## config.mk

```make
export PLATFORM = sky130hd
export DESIGN_NAME = seg7_scan_decoder
export DESIGN_NICKNAME = d
export VERILOG_FILES = /design/src/rtl/seg7_pkg.sv /design/src/rtl/seg7_digit_filter.sv /design/src/rtl/seg7_scan_decoder.sv
export SDC_FILE = /design/constraint.sdc
export NUM_CORES = 1
export LEC_CHECK = 0
export CAP_MARGIN = 0
export CELL_PAD_IN_SITES_DETAIL_PLACEMENT = 1
export CELL_PAD_IN_SITES_GLOBAL_PLACEMENT = 1
export CORE_ASPECT_RATIO = 1.1
export CORE_MARGIN = 5
export CORE_UTILIZATION = 40
export CTS_BUF_LIST = sky130_fd_sc_hd__clkbuf_16
export DETAILED_ROUTE_END_ITERATION = 10
export PLACE_DENSITY_LB_ADDON = 0.1
export REMOVE_ABC_BUFFERS = 1
export SLEW_MARGIN = 20
export SYNTH_ARGS = -nofsm -noshare
export SYNTH_HDL_FRONTEND = slang
export SYNTH_SLANG_ARGS = --single-unit
export TNS_END_PERCENT = 30
```

## constraint.sdc

```tcl
create_clock -name clk -period 3.2 [get_ports clk]
set_input_delay 0.8 -clock clk [delete_from_list [all_inputs] [get_ports clk]]
set_output_delay 0.8 -clock clk [all_outputs]
set_load 0.1 [all_outputs]
```

## src/rtl/seg7_pkg.sv

```systemverilog
// Shared definitions for the scanned 7-segment readback path: segment codes,
// the pattern-to-BCD decode and the output-stage state type.
package seg7_pkg;

  localparam logic [6:0] SEG_0 = 7'b1111110;
  localparam logic [6:0] SEG_1 = 7'b0110000;
  localparam logic [6:0] SEG_2 = 7'b1101101;
  localparam logic [6:0] SEG_3 = 7'b1111001;
  localparam logic [6:0] SEG_4 = 7'b0110011;
  localparam logic [6:0] SEG_5 = 7'b1011011;
  localparam logic [6:0] SEG_6 = 7'b1011111;
  localparam logic [6:0] SEG_7 = 7'b1110000;
  localparam logic [6:0] SEG_8 = 7'b1111111;
  localparam logic [6:0] SEG_9 = 7'b1111011;

  localparam logic [3:0] BCD_INVALID = 4'hF;

  typedef enum logic {EMPTY, FULL} out_state_t;

  // Returns {err, bcd}; anything outside the ten legal codes is flagged.
  function automatic logic [4:0] seg7_to_bcd(input logic [6:0] seg);
    logic [4:0] res;
    case (seg)
      SEG_0:   res = {1'b0, 4'd0};
      SEG_1:   res = {1'b0, 4'd1};
      SEG_2:   res = {1'b0, 4'd2};
      SEG_3:   res = {1'b0, 4'd3};
      SEG_4:   res = {1'b0, 4'd4};
      SEG_5:   res = {1'b0, 4'd5};
      SEG_6:   res = {1'b0, 4'd6};
      SEG_7:   res = {1'b0, 4'd7};
      SEG_8:   res = {1'b0, 4'd8};
      SEG_9:   res = {1'b0, 4'd9};
      default: res = {1'b1, BCD_INVALID};
    endcase
    return res;
  endfunction

endpackage

```

## src/rtl/seg7_digit_filter.sv

```systemverilog
// Per-digit stability filter: counts consecutive identical samples and reports
// an accept pulse (with the decoded value) on the sample that reaches STABLE_CNT.
module seg7_digit_filter
  import seg7_pkg::*;
#(
  parameter int STABLE_CNT = 4
) (
  input  logic       clk,
  input  logic       rst_n,
  input  logic       sample,
  input  logic [6:0] seg_in,
  output logic       accept,
  output logic [3:0] bcd_next,
  output logic       err_next
);

  localparam int CNT_W = $clog2(STABLE_CNT + 1);
  localparam logic [CNT_W-1:0] CNT_MAX = CNT_W'(STABLE_CNT);
  localparam logic [CNT_W-1:0] CNT_ONE = CNT_W'(1);

  logic [6:0]       last_reg;
  logic [CNT_W-1:0] cnt_reg, cnt_next;
  logic [3:0]       bcd_reg;
  logic             err_reg;
  logic             same;
  logic [4:0]       dec;

  assign same = (seg_in == last_reg);
  assign dec  = seg7_to_bcd(seg_in);

  // bcd_next/err_next expose the post-edge value so the top can capture a
  // frame on the same edge the final digit is accepted.
  always_comb begin
    cnt_next = cnt_reg;
    accept   = 1'b0;
    bcd_next = bcd_reg;
    err_next = err_reg;
    if (sample) begin
      if (same)
        cnt_next = (cnt_reg == CNT_MAX) ? cnt_reg : cnt_reg + CNT_ONE;
      else
        cnt_next = CNT_ONE;
      // A fresh pattern reaching the threshold counts as a transition even
      // when the counter was already saturated (matters for STABLE_CNT=1).
      accept = (cnt_next == CNT_MAX) && (!same || cnt_reg != CNT_MAX);
      if (accept)
        {err_next, bcd_next} = dec;
    end
  end

  always_ff @(posedge clk) begin
    if (!rst_n) begin
      last_reg <= '0;
      cnt_reg  <= '0;
      bcd_reg  <= '0;
      err_reg  <= 1'b0;
    end else begin
      if (sample && !same)
        last_reg <= seg_in;
      cnt_reg <= cnt_next;
      bcd_reg <= bcd_next;
      err_reg <= err_next;
    end
  end

endmodule

```

## src/rtl/seg7_scan_decoder.sv

```systemverilog
// Readback of a time-multiplexed 7-segment bus: filters each digit, collects a
// complete frame and hands it out on a valid/ready interface.
module seg7_scan_decoder
  import seg7_pkg::*;
#(
  parameter int NUM_DIGITS = 6,
  parameter int STABLE_CNT = 4
) (
  input  logic                    clk,
  input  logic                    rst_n,
  input  logic                    sample_en,
  input  logic [6:0]              seg_in,
  input  logic [NUM_DIGITS-1:0]   dig_sel,
  output logic                    frame_valid,
  input  logic                    frame_ready,
  output logic [4*NUM_DIGITS-1:0] bcd_out,
  output logic [NUM_DIGITS-1:0]   digit_err,
  output logic                    sel_err,
  output logic                    overrun
);

  localparam logic [NUM_DIGITS-1:0] SEL_ONE = NUM_DIGITS'(1);

  out_state_t                state_reg, state_next;
  logic [NUM_DIGITS-1:0]     seen_reg, seen_all;
  logic [NUM_DIGITS-1:0]     accept_vec, err_next_vec;
  logic [4*NUM_DIGITS-1:0]   bcd_next_vec;
  logic [4*NUM_DIGITS-1:0]   bcd_out_reg;
  logic [NUM_DIGITS-1:0]     digit_err_reg;
  logic                      sel_err_reg, overrun_reg, overrun_next;
  logic                      one_hot, complete, load;

  assign one_hot = (dig_sel != '0) && ((dig_sel & (dig_sel - SEL_ONE)) == '0);

  genvar gi;
  generate
    for (gi = 0; gi < NUM_DIGITS; gi++) begin : g_digit
      seg7_digit_filter #(.STABLE_CNT(STABLE_CNT)) u_filter (
        .clk      (clk),
        .rst_n    (rst_n),
        .sample   (sample_en && one_hot && dig_sel[gi]),
        .seg_in   (seg_in),
        .accept   (accept_vec[gi]),
        .bcd_next (bcd_next_vec[4*gi +: 4]),
        .err_next (err_next_vec[gi])
      );
    end
  endgenerate

  assign seen_all = seen_reg | accept_vec;
  assign complete = &seen_all;

  always_comb begin
    state_next   = state_reg;
    load         = 1'b0;
    overrun_next = 1'b0;
    case (state_reg)
      EMPTY: begin
        if (complete) begin
          load       = 1'b1;
          state_next = FULL;
        end
      end
      FULL: begin
        if (frame_ready) begin
          if (complete) load = 1'b1;
          else          state_next = EMPTY;
        end else if (complete) begin
          overrun_next = 1'b1;
        end
      end
      default: state_next = EMPTY;
    endcase
  end

  always_ff @(posedge clk) begin
    if (!rst_n) begin
      state_reg     <= EMPTY;
      seen_reg      <= '0;
      bcd_out_reg   <= '0;
      digit_err_reg <= '0;
      sel_err_reg   <= 1'b0;
      overrun_reg   <= 1'b0;
    end else begin
      state_reg   <= state_next;
      seen_reg    <= complete ? '0 : seen_all;
      sel_err_reg <= sample_en && !one_hot;
      overrun_reg <= overrun_next;
      if (load) begin
        bcd_out_reg   <= bcd_next_vec;
        digit_err_reg <= err_next_vec;
      end
    end
  end

  assign frame_valid = (state_reg == FULL);
  assign bcd_out     = bcd_out_reg;
  assign digit_err   = digit_err_reg;
  assign sel_err     = sel_err_reg;
  assign overrun     = overrun_reg;

endmodule
```

==> results.md <==
- Vias in the first global route: 6448
- GRT overflow: 0
- Logic pwr share: 7.0%
- Reg2reg path depth: 10
- Clock Path Buffers: 2
- Die X: 129.3 microns
- Total Wirelength: 20370 microns
- Clock share of power: 51.7%
- Hold-fix buffer count after cts: 0
- Power Internal: 2963 uW
- Vias: 5750
- ANT cells: 0
- Fmax achieved: 319.6 MHz
- Initial antenna violation count: 0
- Flop pwr share: 41.2%
- Pwr Total: 3915 uW
- DR WL/cell: 19.55 microns
- Power per cell area: 466.8 mW/mm^2
- CTS tree: yes
- # rows: 48
- Maximum vdd ir drop: 0.3345 mV
- Final Hold Viols: 0
- Top_reg_cell synth: dfxtp_1
- Final Wtd Congestion: 0.8344
- Final hold slack: 466.7 ps
- Final instance count without filler cells: 1042
- Synth top cells by count: dfxtp_1, nand2_1, nor2_1
- Pins over their slew limit: 0
- Cell area after technology mapping: 0.006266 sq mm
- RSZ-0062 raised after global routing: yes
- First-pass GRT wire length: 33330 microns
- Initial core utilization: 40.28%
- Sw frac: 24.31%
- Fin crit period: 3129 ps
- Area after DPL: 0.007577 sq mm
- Share of the synthesized area in the top cell type: 41.21%
- Crit path max-delay family: simple AND/OR/NAND/NOR gates
- # IOs: 50
- Largest net degree at the start of global routing: 34
- Clock skew: 7.975 ps
- Crit path cell chain: dlygate4sd2_1, buf_4, or4_4, a2111oi_4, a31oi_2, nor4_4, nand4_1, buf_4, bufbuf_16, o31ai_1
- Die ar.: 0.01827 sq mm
- Die Span Y: 141.3 microns
- Post-synth EDFFs: 0
- Startpoint types: primary input
- Highest Signal Layer: met4
- Wl on met1: 9047 microns
- Core area: 0.01555 sq mm
- Slowest CP cell: or4_4
- Worst R2R Start: g_digit[3].u_filter.cnt_reg[0]
- Clk_lat worst skew: 420 ps
- Worst setup EP type: register
- Flop2flop setup slack: 160 ps
- Max_cap viols: 0
- Fin crit share: 97.79%
- DR iter-0 viols: 262
- CP bufs+invs: 4
- DR WL met2: 10230 microns
- Synth warn: 0
- Ys async rst share: 0%
- Root Driver: clkbuf_16
- Levels on crit path: 10
- Critical Path Most Common Cell: buf_4
- Required time of the critical path: 3530 ps
- Setup TNS: 0 ps
- Antenna-violating nets left: 0
- # H-tree levels: 4
- Outcome: complete, no violations
- # fillers: 1764
- DP HPWL: 13840 microns
- Max transition margin: 53.06%
- Worst Setup EP: bcd_out[12]
- Yosys reg bits: 129
- Synth area leader: dfxtp_1
- DR WL met3: 556 microns
- Crit path largest cell delay: 550 ps
- Actual slew at the worst max-slew pin: 695.2 ps
- Drc violations: 0
- Post-route cell area: 0.008386 sq mm
- Area Overhead vs Synth: 33.83%
- Routed vias/inst: 5.518
- Port bufs: 49
- Placed Cells: 1005
- Hold Crit Start: g_digit[0].u_filter.last_reg[6]
- CP Class: in -> reg
- Most common cell in the netlist: dfxtp_1
- P_sw: 951.5 uW
- Setup-failing EPs final: 0
- Setup crit start: dig_sel[3]
- Tot GR Track Use: 23.02%
- Syn avg cell area: 8.825 sq um
- Fraction of layout cells with a size suffix above 1: 25.30%
- Critical Path AT: 3460 ps
- Worst Path Max Fanout: 15
- Number of flip-flops in the largest register: 42
- DR pass1 iterations: 4
- Gate Count Post-Synth: 710
- Capturing point of the worst reg2reg path: bcd_out[12]
- Leak: 0.003491 uW
- CTS buffer count: 17
- Synth cell types: 61
- Clock sinks: 129
- Fin nets: 858
- Synth area leaders: dfxtp_1, xor2_1, mux2i_1, nand2_1, a41o_1
- Worst min path class: reg -> reg
- Post-synthesis sequential area ratio: 41.21%
- Clock transition at path regs: 60 ps
==> worst min-delay path, stage by stage (launching register included) <==
cell and delay, ps:
dfxtp_1 310, nand2_1 50, a21oi_1 50
==> kinds of logic after synthesis <==
family | share of synthesized area (%)
compound gates | 17.29
xor+xnor | 6.010
fa+ha+maj | 2.396
buf+inv | 4.633
flops | 41.21
mux | 8.147
simple gates | 20.31
==> power groups by stage <==
stage                     Combinational [uW]  Sequential (uW)  Clock [uW]
final                                    276             1610        2020
after global routing                     295             1610        2130
after CTS                                273             1610        2050
after detailed placement                 269             1650           0
after global placement                   262             1650           0
after floorplan                         80.8             1650           0
==> metrics by stage <==
step / setup WS (ps) / utilization [%]
detailed placement: -551.7 / 48.71
global placement: -486.2 / 48.71
finish: 70.86 / 53.91
CTS: 6.000 / 53.41
global route: -31.81 / 53.91
floorplan: -1628 / -
==> worst min path at each step <==
stage / to / slack [ps] / cells past startpoint
2_1_floorplan: g_digit[0].u_filter.last_reg[0] / 450 / 2
4_1_cts: g_digit[4].u_filter.last_reg[4] / 470 / 2
6_report: g_digit[0].u_filter.last_reg[6] / 470 / 2
3_5_place_dp: g_digit[4].u_filter.last_reg[4] / 460 / 2
3_3_place_gp: g_digit[4].u_filter.last_reg[4] / 450 / 2
5_1_grt: g_digit[4].u_filter.last_reg[5] / 490 / 2
==> per-layer routing <==
| metal | up-vias | track usage [%] |
|---|---|---|
| li1 | 2777 | - |
| met1 | 2838 | 28.28 |
| met2 | 96 | 39.66 |
| met3 | 39 | 4.631 |
| met4 | 0 | 8.513 |
| met5 | - | 0 |
==> cell type report <==
type	instances	area, sq um	area share, %
Multi-Input combinational cell	505	3527	42.06
Sequential cell	129	2582	30.80
Timing Repair Buffer	153	1330	15.86
Clock buffer	17	425.4	5.073
Tap cell	200	250.2	2.984
Clock inverter	15	183.9	2.193
Inverter	23	86.33	1.030
==> repair_timing <==
item | CTS | global route
setup buffers | 3 | 1
cloned | 1 | 0
gates resized for setup | 12 | 15
pin swaps | 4 | 5
setup endpoints to repair | 31 | 34
==> placed cells by master, fill, tap and decap left out, types with 5 or more instances in the layout <==
cell | netlist | layout
mux2i_1 | 36 | 36
nor2_1 | 61 | 61
buf_4 | 0 | 124
nor2b_1 | 6 | 6
dfxtp_1 | 129 | 129
a211oi_1 | 8 | 8
buf_12 | 0 | 8
nor3_1 | 17 | 17
and2_1 | 11 | 11
nor4_1 | 10 | 7
a31oi_1 | 9 | 6
o31ai_1 | 23 | 16
a21oi_1 | 44 | 44
mux2_4 | 7 | 7
inv_1 | 23 | 22
nand2b_1 | 7 | 7
a41o_1 | 23 | 23
or3b_2 | 5 | 5
o31ai_2 | 0 | 7
nand4_1 | 5 | 5
clkdlybuf4s50_1 | 0 | 11
nand3_1 | 16 | 16
clkbuf_16 | 0 | 17
o21ai_0 | 9 | 9
ha_1 | 12 | 12
xor2_1 | 42 | 42
nand2_1 | 86 | 86
and3_1 | 5 | 5
Power figures use the tool's default switching activity.
